<file path="src/rtl/cache_ctrl_pkg.sv">
// Shared definitions for the cache request controller.
// - ctrl_state_t : controller FSM state encoding
// - DEF_NREQ, DEF_MISS_LATENCY : default build parameters
package cache_ctrl_pkg;

    typedef enum logic [2:0] {
        IDLE,
        LOOKUP,
        STALL,
        REPLAY,
        RESP
    } ctrl_state_t;

    localparam int unsigned DEF_NREQ         = 2;
    localparam int unsigned DEF_MISS_LATENCY = 4;

endpackage

</file>
<file path="src/rtl/rr_arbiter.sv">
// Combinational round-robin arbiter.
// Ports:
//   req_i        : request vector, one bit per requester
//   last_grant_i : index of the most recent winner; search starts one above it
//   enable_i     : when low no grant is produced
//   grant_o      : one-hot grant
//   grant_idx_o  : encoded index of the granted requester
module rr_arbiter #(
    parameter int unsigned NREQ  = 2,
    parameter int unsigned IDX_W = (NREQ > 1) ? $clog2(NREQ) : 1
) (
    input  logic [NREQ-1:0]  req_i,
    input  logic [IDX_W-1:0] last_grant_i,
    input  logic             enable_i,
    output logic [NREQ-1:0]  grant_o,
    output logic [IDX_W-1:0] grant_idx_o
);

    always_comb begin
        logic found;
        int   idx;
        grant_o     = '0;
        grant_idx_o = '0;
        found       = 1'b0;
        idx         = 0;
        if (enable_i) begin
            // Offsets 1..NREQ so the last winner is considered last.
            for (int off = 1; off <= int'(NREQ); off++) begin
                idx = (int'(last_grant_i) + off) % int'(NREQ);
                if (!found && req_i[idx]) begin
                    found        = 1'b1;
                    grant_o[idx] = 1'b1;
                    grant_idx_o  = IDX_W'(idx);
                end
            end
        end
    end

endmodule

</file>
<file path="src/rtl/cache_req_ctrl.sv">
// Request controller in front of a 2-way, 16-set single-word cache.
// Arbitrates NREQ requesters round-robin, issues one cache access at a time,
// models miss latency with a stall counter and replays read misses so they
// return filled data. Keeps hit/miss statistics.
// Ports:
//   clk_i, rst_ni        : clock, asynchronous active-low reset
//   req_valid_i/we_i     : per-requester valid and write flag
//   req_addr_i/wdata_i   : flattened 32-bit address / write data per requester
//   req_ready_o          : one-hot accept pulse (combinational in IDLE)
//   rsp_valid_o          : one-hot response pulse to the granted requester
//   rsp_rdata_o          : read data (0 for writes), rsp_hit_o: first-lookup result
//   busy_o               : controller not in IDLE
//   hit_count_o/miss_count_o : wrapping statistics counters
//   c_*                  : cache master interface
module cache_req_ctrl
    import cache_ctrl_pkg::*;
#(
    parameter int unsigned NREQ         = DEF_NREQ,
    parameter int unsigned MISS_LATENCY = DEF_MISS_LATENCY
) (
    input  logic                 clk_i,
    input  logic                 rst_ni,
    input  logic [NREQ-1:0]      req_valid_i,
    input  logic [NREQ-1:0]      req_we_i,
    input  logic [NREQ*32-1:0]   req_addr_i,
    input  logic [NREQ*32-1:0]   req_wdata_i,
    output logic [NREQ-1:0]      req_ready_o,
    output logic [NREQ-1:0]      rsp_valid_o,
    output logic [31:0]          rsp_rdata_o,
    output logic                 rsp_hit_o,
    output logic                 busy_o,
    output logic [31:0]          hit_count_o,
    output logic [31:0]          miss_count_o,
    output logic                 c_read_en_o,
    output logic                 c_write_en_o,
    output logic [31:0]          c_address_o,
    output logic [31:0]          c_write_data_o,
    input  logic [31:0]          c_read_data_i,
    input  logic                 c_hit_i
);

    localparam int unsigned IdxW = (NREQ > 1) ? $clog2(NREQ) : 1;
    localparam int unsigned CntW = $clog2(MISS_LATENCY + 1);
    localparam logic [CntW-1:0] CntLoad  = CntW'(MISS_LATENCY - 1);
    localparam logic [IdxW-1:0] LastInit = IdxW'(NREQ - 1);

    ctrl_state_t     state_q;
    logic [IdxW-1:0] last_grant_q;
    logic            we_q;
    logic            hit_q;
    logic [CntW-1:0] cnt_q;
    logic [31:0]     hit_count_q;
    logic [31:0]     miss_count_q;
    logic            c_read_en_q;
    logic            c_write_en_q;
    logic [31:0]     c_address_q;
    logic [31:0]     c_write_data_q;

    logic [NREQ-1:0] grant;
    logic [IdxW-1:0] grant_idx;

    rr_arbiter #(
        .NREQ  (NREQ),
        .IDX_W (IdxW)
    ) u_arb (
        .req_i        (req_valid_i),
        .last_grant_i (last_grant_q),
        .enable_i     (state_q == IDLE),
        .grant_o      (grant),
        .grant_idx_o  (grant_idx)
    );

    // The latched address/data live directly in the cache-facing registers,
    // so REPLAY reuses them without a second copy.
    always_ff @(posedge clk_i or negedge rst_ni) begin
        if (!rst_ni) begin
            state_q        <= IDLE;
            last_grant_q   <= LastInit;
            we_q           <= 1'b0;
            hit_q          <= 1'b0;
            cnt_q          <= '0;
            hit_count_q    <= '0;
            miss_count_q   <= '0;
            c_read_en_q    <= 1'b0;
            c_write_en_q   <= 1'b0;
            c_address_q    <= '0;
            c_write_data_q <= '0;
        end else begin
            c_read_en_q  <= 1'b0;
            c_write_en_q <= 1'b0;
            unique case (state_q)
                IDLE: begin
                    if (|grant) begin
                        we_q           <= req_we_i[grant_idx];
                        c_address_q    <= req_addr_i[32*int'(grant_idx) +: 32];
                        c_write_data_q <= req_wdata_i[32*int'(grant_idx) +: 32];
                        c_read_en_q    <= !req_we_i[grant_idx];
                        c_write_en_q   <= req_we_i[grant_idx];
                        last_grant_q   <= grant_idx;
                        state_q        <= LOOKUP;
                    end
                end
                LOOKUP: begin
                    hit_q <= c_hit_i;
                    if (c_hit_i) begin
                        hit_count_q <= hit_count_q + 32'd1;
                        state_q     <= RESP;
                    end else begin
                        miss_count_q <= miss_count_q + 32'd1;
                        cnt_q        <= CntLoad;
                        state_q      <= STALL;
                    end
                end
                STALL: begin
                    if (cnt_q == '0) begin
                        if (we_q) begin
                            state_q <= RESP;
                        end else begin
                            c_read_en_q <= 1'b1;
                            state_q     <= REPLAY;
                        end
                    end else begin
                        cnt_q <= cnt_q - CntW'(1);
                    end
                end
                REPLAY: state_q <= RESP;
                RESP:   state_q <= IDLE;
                default: state_q <= IDLE;
            endcase
        end
    end

    // Response fields are a pure decode of RESP; read data comes straight from
    // the cache's registered output, which is valid during RESP.
    always_comb begin
        rsp_valid_o = '0;
        rsp_rdata_o = '0;
        rsp_hit_o   = 1'b0;
        if (state_q == RESP) begin
            rsp_valid_o[last_grant_q] = 1'b1;
            rsp_hit_o                 = hit_q;
            if (!we_q) begin
                rsp_rdata_o = c_read_data_i;
            end
        end
    end

    assign req_ready_o    = grant;
    assign busy_o         = (state_q != IDLE);
    assign hit_count_o    = hit_count_q;
    assign miss_count_o   = miss_count_q;
    assign c_read_en_o    = c_read_en_q;
    assign c_write_en_o   = c_write_en_q;
    assign c_address_o    = c_address_q;
    assign c_write_data_o = c_write_data_q;

endmodule

</file>
<file path="config.mk">
export PLATFORM = sky130hd
export DESIGN_NAME = cache_req_ctrl
export DESIGN_NICKNAME = d
export VERILOG_FILES = /design/src/rtl/cache_ctrl_pkg.sv /design/src/rtl/rr_arbiter.sv /design/src/rtl/cache_req_ctrl.sv
export SDC_FILE = /design/constraint.sdc
export NUM_CORES = 1
export LEC_CHECK = 0
export BUFFER_PORTS_ARGS = -buffer_cell sky130_fd_sc_hd__buf_2
export CAP_MARGIN = 10
export CORE_UTILIZATION = 41
export CTS_CLUSTER_DIAMETER = 120
export CTS_CLUSTER_SIZE = 40
export DETAILED_ROUTE_END_ITERATION = 7
export GPL_TIMING_DRIVEN = 0
export PLACE_DENSITY = 0.85
export SYNTH_ARGS = -nofsm -noshare
export SYNTH_HDL_FRONTEND = slang
export SYNTH_SLANG_ARGS = --single-unit
</file>
<file path="constraint.sdc">
create_clock -name clk_i -period 2.87 [get_ports clk_i]
set_clock_uncertainty 0.1 [all_clocks]
set_input_delay 0.861 -clock clk_i [delete_from_list [all_inputs] [get_ports clk_i]]
set_output_delay 0.861 -clock clk_i [all_outputs]
set_load 0.005 [all_outputs]
</file>
==> results.md, run 1 <==
- Gr usage total: 0.240
- # IOs: 335
- Fmax: 0.359 GHz
- Drc violations: 0
- Share of the synthesized area in the top cell type: 0.523
- Drt total wl: 20,300 um
- Effective utilization at floorplan: 0.417
- Synth top area cells: dfrtp_1 52%, a21oi_1 9.9%, xnor2_1 6.9%
- Worst R2R Setup Slack: 0.58 ns
- Setup violators final: 0
- Max VDD drop: 0.000600 V
- Rel. slew slack: 0.553
- Syn. warnings: 0
- Die span in y: 129 um
- Clock slew seen by the registers of the worst setup and hold paths: 0.06 ns
- CTS tree: yes
- Final period util: 0.969
- Overall via count from detail_route: 6,545
- Layout cells sized above 1: 0.372
- Netlist Area Pre-Place: 6600 um2
- CP required: 1.91 ns
- CTS Hold Bufs: 0
- CP endpoint kind: output port
- Vias/cell: 5.06
- Crit-path max FO: 10
- CTS Buf Count: 17
- Pre-CTS setup slack: -0.0635 ns
- Placer Congestion: 0.906
- DR iter-0 viols: 392
- Syn nets: 880
- Die Wd: 129 um
- RSZ-0062 raised after global routing: false
- Antenna violations before repair: 2
- Top cell type by total area after synthesis: dfrtp_1
- Overall Power: 8.21 mW
- Vias in the first global route: 6,118
- Ys flop type: dfrtp_1
- # fillers: 1,382
- IO Port Bufs: 334
- Sequential-to-total area share from yosys stat: 0.527
- Synth cell types: 38
- Std-Cell Rows: 46
- Commonest cells in the netlist: 138 x dfrtp_1, 131 x a21oi_1, 86 x nand2_1
- Final net count: 1,234
- Number of flops mapped to enable cells by yosys: 0
- Synth Register Bits: 139
- DR pass1 iterations: 5
- Core ar.: 15,800 um2
- Clk sink count: 139
- Ys async rst share: 1.00
- Post-route minimum period: 2.78 ns
- Mapped Cells: 709
- R2R Path End: c_write_data_o[26]
- R2r worst-path depth: 8
- DRT antenna net count: 0
- First-pass GRT wire length: 31,100 um
- Pwr/cell area: 889 nW/um2
- CTS Buffer Depth: 2
- Post-route design area: 9240 um2
- Status: finished clean
- Syn_area_per_cell: 9.31 um2
- HPWL Detailed: 15,200 um
- Worst-skew pair later-pin latency: 0.41 ns
- Area added between synthesis and finish: 40.0%
- CP Data Arrival Time: 1.82 ns
- Worst slew pin tran: 0.670 ns
- Final Hold Vio Count: 0
- Die Area: 16,600 um2
- Total gr overflow: 0
- Setup crit start kind: flip-flop
- Pleak: 4.84 nW
- HP Class: in2async
- Final core occ: 0.584
- Final slew viol count: 0
- Worst r2r src: state_q[2]
- Routed len/inst: 15.7 um
- Most frequent cell after synthesis: dfrtp_1
- Largest net degree at the start of global routing: 71
- Final worst slack: 0.0878 ns
- H-tree levels: 4
- Total of max-cap violations: 0
- Root buffer cell: clkbuf_16
- Critical Setup Path Class: reg2out
- Post-DP Area: 8580 um2
-- where the power goes --
part	internal, mW	switching, mW
Combinational	1.22	1.73
Clock	1.46	0.846
Sequential	2.56	0.399
-- registers in the layout, indices dropped and copies added, names as in the netlist, 3 cells and up --
register / count
miss_count_o: 32
cnt_q: 3
hit_count_o: 32
c_write_data_o: 32
c_address_o: 32
state_q: 3
-- how the worst max path moves through the flow --
| stage | from | endpoint | slack, ns | cells after the start |
|---|---|---|---|---|
| finish | state_q[1] | rsp_rdata_o[23] | 0.09 | 7 |
| floorplan | req_valid_i[1] | req_ready_o[1] | 0.43 | 4 |
| detailed placement | req_valid_i[1] | req_ready_o[1] | -0.06 | 6 |
| global route | state_q[1] | rsp_rdata_o[23] | 0.004 | 7 |
| CTS | state_q[0] | rsp_rdata_o[14] | 0.04 | 6 |
| global placement | rst_ni | c_write_data_o[5] | -1.09 | 1 |
-- cells in the final DEF, fill, tap and decap left out, types with 7 or more instances in the layout --
cell,instances
a21oi_1,131
xor2_1,10
clkbuf_1,19
and4_1,8
nand3_1,21
buf_2,351
nor2_1,75
and3_1,15
and2_1,44
dfrtp_1,137
xnor2_1,52
nand2_1,85
nor3_1,7
clkbuf_16,17
inv_1,9
nand4_1,34
-- kinds of logic (layout without fill, tap and decap cells) --
logic type | Yosys count | in the layout | share of synthesized area
buffers and inverters | 55 | 422 | 0.0358
xor gates and xnor gates | 62 | 62 | 0.0823
adders and majority gates | 4 | 4 | 0.00758
muxes | 2 | 2 | 0.00322
and+or+nand+nor | 308 | 308 | 0.237
other | 0 | 1 | 0
DFF | 139 | 139 | 0.527
AOI/OAI and AO/OA | 139 | 139 | 0.107
-- area by class of cell --
cell class	count	area (um2)	area share
clock inverters	9	135	0.0146
inverters	10	37.5	0.00406
multi-input cells	515	2900	0.314
clock buffers	23	488	0.0528
repair buffers	337	1720	0.186
diodes	1	2.50	0.000271
flip-flops and latches	139	3480	0.377
well taps	216	270	0.0292
plain buffers	43	209	0.0226
-- layer usage --
| layer | routed length (um) | GRT usage | up-vias |
|---|---|---|---|
| met3 | 1270 | 0.0599 | 29 |
| li1 | - | - | 3113 |
| met2 | 10000 | 0.388 | 262 |
| met4 | 326 | 0.0893 | 2 |
| met5 | 13 | 0 | - |
| met1 | 8640 | 0.312 | 3139 |
-- timing repair --
| action | in CTS | in global routing |
|---|---|---|
| pin swaps | 0 | 1 |
| setup buffers | 1 | 1 |
| setup endpoints to repair | 31 | 29 |
| resized for setup | 9 | 6 |
-- stage by stage --
stage | std cells | setup TNS, ns | hold slack [ns]
after floorplan | 709 | 0 | 0.345
after global placement | 1259 | -149.75 | 0.355
after detailed placement | 1260 | -0.0635 | 0.365
after CTS | 1291 | 0 | 0.371
after global routing | 1293 | 0 | 0.380
final | 1293 | 0 | 0.339
-- critical path, stage by stage, from the launching register on --
cell and delay, ns:
dfrtp_1 0.37, buf_2 0.18, nor2_2 0.12, nand2_2 0.09
nor2_4 0.15, clkbuf_8 0.18, and2_1 0.19, buf_2 0.13
No activity file was read; power rests on OpenSTA's default activity.
==> run 2: changes to the inputs <==
==> constraint.sdc (replaced) <==
create_clock -name clk_i -period 3.2 [get_ports clk_i]
set_clock_uncertainty 0.1 [all_clocks]
set_input_delay 0.96 -clock clk_i [delete_from_list [all_inputs] [get_ports clk_i]]
set_output_delay 0.96 -clock clk_i [all_outputs]
set_load 0.005 [all_outputs]
==> run 2 against run 1 <==
Power is 11% lower. Via count is 0.24% lower. Sequential power is 10% lower.
==> results.md, run 2 (synthesis results as in run 1) <==
- HPWL Detailed: 15,200 um (unchanged)
- Multi-input gate area: 2890 um2 (-0.35%)
- Die Wd: 129 um (unchanged)
- Vias/cell: 5.06 (about the same)
- CTS Buf Count: 17 (unchanged)
- Final period util: 0.957
- Total area of sequential cells: 3480 um2 (about the same)
- Total gr overflow: 0 (unchanged)
- # Post-CTS Setup Buffers: 0 (-1)
- Status: finished clean
- Std-Cell Rows: 46 (unchanged)
- Drc violations: 0 (unchanged)
- Switch share: 0.362 (about the same)
- Drt total wl: 20,200 um (-0.17%)
- DR iter-0 viols: 413 (+5.4%)
- Clock power frac: 0.282 (about the same)
- Clock slew seen by the registers of the worst setup and hold paths: 0.06 ns (about the same)
- Placed cells: 1,260 (unchanged)
- Flop pwr share: 0.361 (about the same)
- Max VDD drop: 0.000537 V (-10%)
- Fmax: 0.327 GHz
- Final slew viol count: 0 (unchanged)
- Worst hold slack: 0.370 ns (+0.0310 ns)
- Final core occ: 0.582 (-0.00237)
- Area added between synthesis and finish: 39.4%
- First-pass GRT wire length: 31,100 um (about the same)
- Internal power: 4.68 mW (-11%)
- Rel. slew slack: 0.549 (-0.00395)
- Post-route minimum period: 3.06 ns
- Hold depth: 1
- Effective utilization at floorplan: 0.417 (unchanged)
- Pwr/cell area: 797 nW/um2 (-10%)
- CP required: 2.14 ns (+0.23 ns)
- HP Class: reg2reg
- Core ar.: 15,800 um2 (unchanged)
- # IOs: 335 (unchanged)
- Worst R2R Setup Slack: 0.77 ns (+0.19 ns)
- CTS Buffer Depth: 2 (unchanged)
- Total of max-cap violations: 0 (unchanged)
- R2r worst-path depth: 8 (unchanged)
- Root buffer cell: clkbuf_16
- Antenna violations before repair: 2 (unchanged)
- Final net count: 1,232 (-0.16%)
- Hold Crit Start: hit_count_o[31]
- # fillers: 1,389 (+0.51%)
- Layout cells sized above 1: 0.367 (-0.00489)
- Die span in y: 129 um (unchanged)
- Commonest non-fill, non-tap cell in the layout: buf_2
- Overall via count from detail_route: 6,529 (-0.24%)
- Worst r2r src: state_q[2]
- Die Area: 16,600 um2 (unchanged)
- CP Data Arrival Time: 2.00 ns (+0.18 ns)
- Largest net degree at the start of global routing: 71 (unchanged)
- P_sw: 2.66 mW (-11%)
- Worst-skew pair later-pin latency: 0.41 ns (about the same)
- CP endpoint kind: output port
- H-tree levels: 4 (unchanged)
- Vias in the first global route: 6,119 (+0.016%)
- Setup crit start kind: flip-flop
- CTS tree: yes
- IO Port Bufs: 334 (unchanged)
- Clk sink count: 139 (unchanged)
- Fin cells: 1,291 (-0.15%)
- Placer Congestion: 0.906 (unchanged)
- CTS Hold Bufs: 0 (unchanged)
- Final Hold Vio Count: 0 (unchanged)
- Pleak: 4.83 nW (-0.21%)
- Gr usage total: 0.240 (unchanged)
- RSZ-0062 raised after global routing: false
- DRT antenna net count: 0 (unchanged)
- R2R Path End: c_write_data_o[26]
- Critical Setup Path Class: reg2out
- Routed len/inst: 15.7 um (about the same)
- Crit-path max FO: 10 (unchanged)
- Worst Hold Path EP: hit_count_o[31]
- Comb power frac: 0.357 (-0.002)
- Worst slew pin tran: 0.676 ns (+0.00592 ns)
- Commonest non-fill, non-tap cells in the layout: 352 x buf_2, 138 x dfrtp_1, 131 x a21oi_1
- DR pass1 iterations: 5 (unchanged)
- Setup violators final: 0 (unchanged)
## run 2: changes by cell type in the layout (fill, tap and decap cells not counted), sizes merged
cell	before	now
buf	361	359
## run 2: worst max path at each step
stage              startpoint                 to  cells after the start
6_report           state_q[1]    rsp_rdata_o[23]                      7
3_5_place_dp   req_valid_i[1]     req_ready_o[1]                      6
4_1_cts            state_q[0]    rsp_rdata_o[23]                      7
5_1_grt            state_q[1]    rsp_rdata_o[23]                      7
2_1_floorplan  req_valid_i[1]     req_ready_o[1]                      4
3_3_place_gp           rst_ni  c_write_data_o[5]                      1
## run 2: layer usage
layer,routed length [um],vias up,GRT usage
met4,289,2,0.0886
li1,-,3108,-
met2,10000,251,0.388
met3,1260,23,0.0595
met5,13,-,0
met1,8620,3145,0.313
## run 2: what timing repair did
item / 4_1_cts / 5_1_grt
setup endpoints to repair: 18 / 31
resized for setup: 3 / 4
gates cloned: 0 / 0
## run 2: area by class of cell
class	instances	share of cell area
repair buffers	335	0.185
clock buffers	23	0.0530
diodes	1	0.000272
inverters	10	0.00408
clock inverters	9	0.0147
plain buffers	43	0.0215
flip-flops and latches	139	0.378
multi-input cells	515	0.314
well taps	216	0.0294
## run 2: worst max-delay path, cell delays in order (launching register included)
cell and delay (ns):
dfrtp_1 0.43, buf_2 0.20, nor2_1 0.13, nand2_1 0.11, nor2_2 0.16, clkbuf_4 0.23
and2_1 0.20, buf_2 0.13
## run 2: stage by stage
| step | power (mW) | setup slack [ns] | instance area [um2] | TNS (ns) |
|---|---|---|---|---|
| 3_5_place_dp | 5.28 | 0.0685 | 8580 | 0 |
| 5_1_grt | 7.82 | 0.0201 | 9200 | 0 |
| 3_3_place_gp | 5.20 | -0.862 | 8540 | -117.59 |
| 2_1_floorplan | 4.10 | 0.567 | 6600 | 0 |
| 4_1_cts | 7.38 | 0.00568 | 9200 | 0 |
| 6_report | 7.34 | 0.137 | 9200 | 0 |
## run 2: power by group through the flow
stage / logic [mW] / clock network (mW) / registers, mW
2_1_floorplan: 1.44 / 0 / 2.66
3_3_place_gp: 2.57 / 0 / 2.63
3_5_place_dp: 2.64 / 0 / 2.64
4_1_cts: 2.65 / 2.10 / 2.63
5_1_grt: 2.93 / 2.18 / 2.71
6_report: 2.62 / 2.07 / 2.65
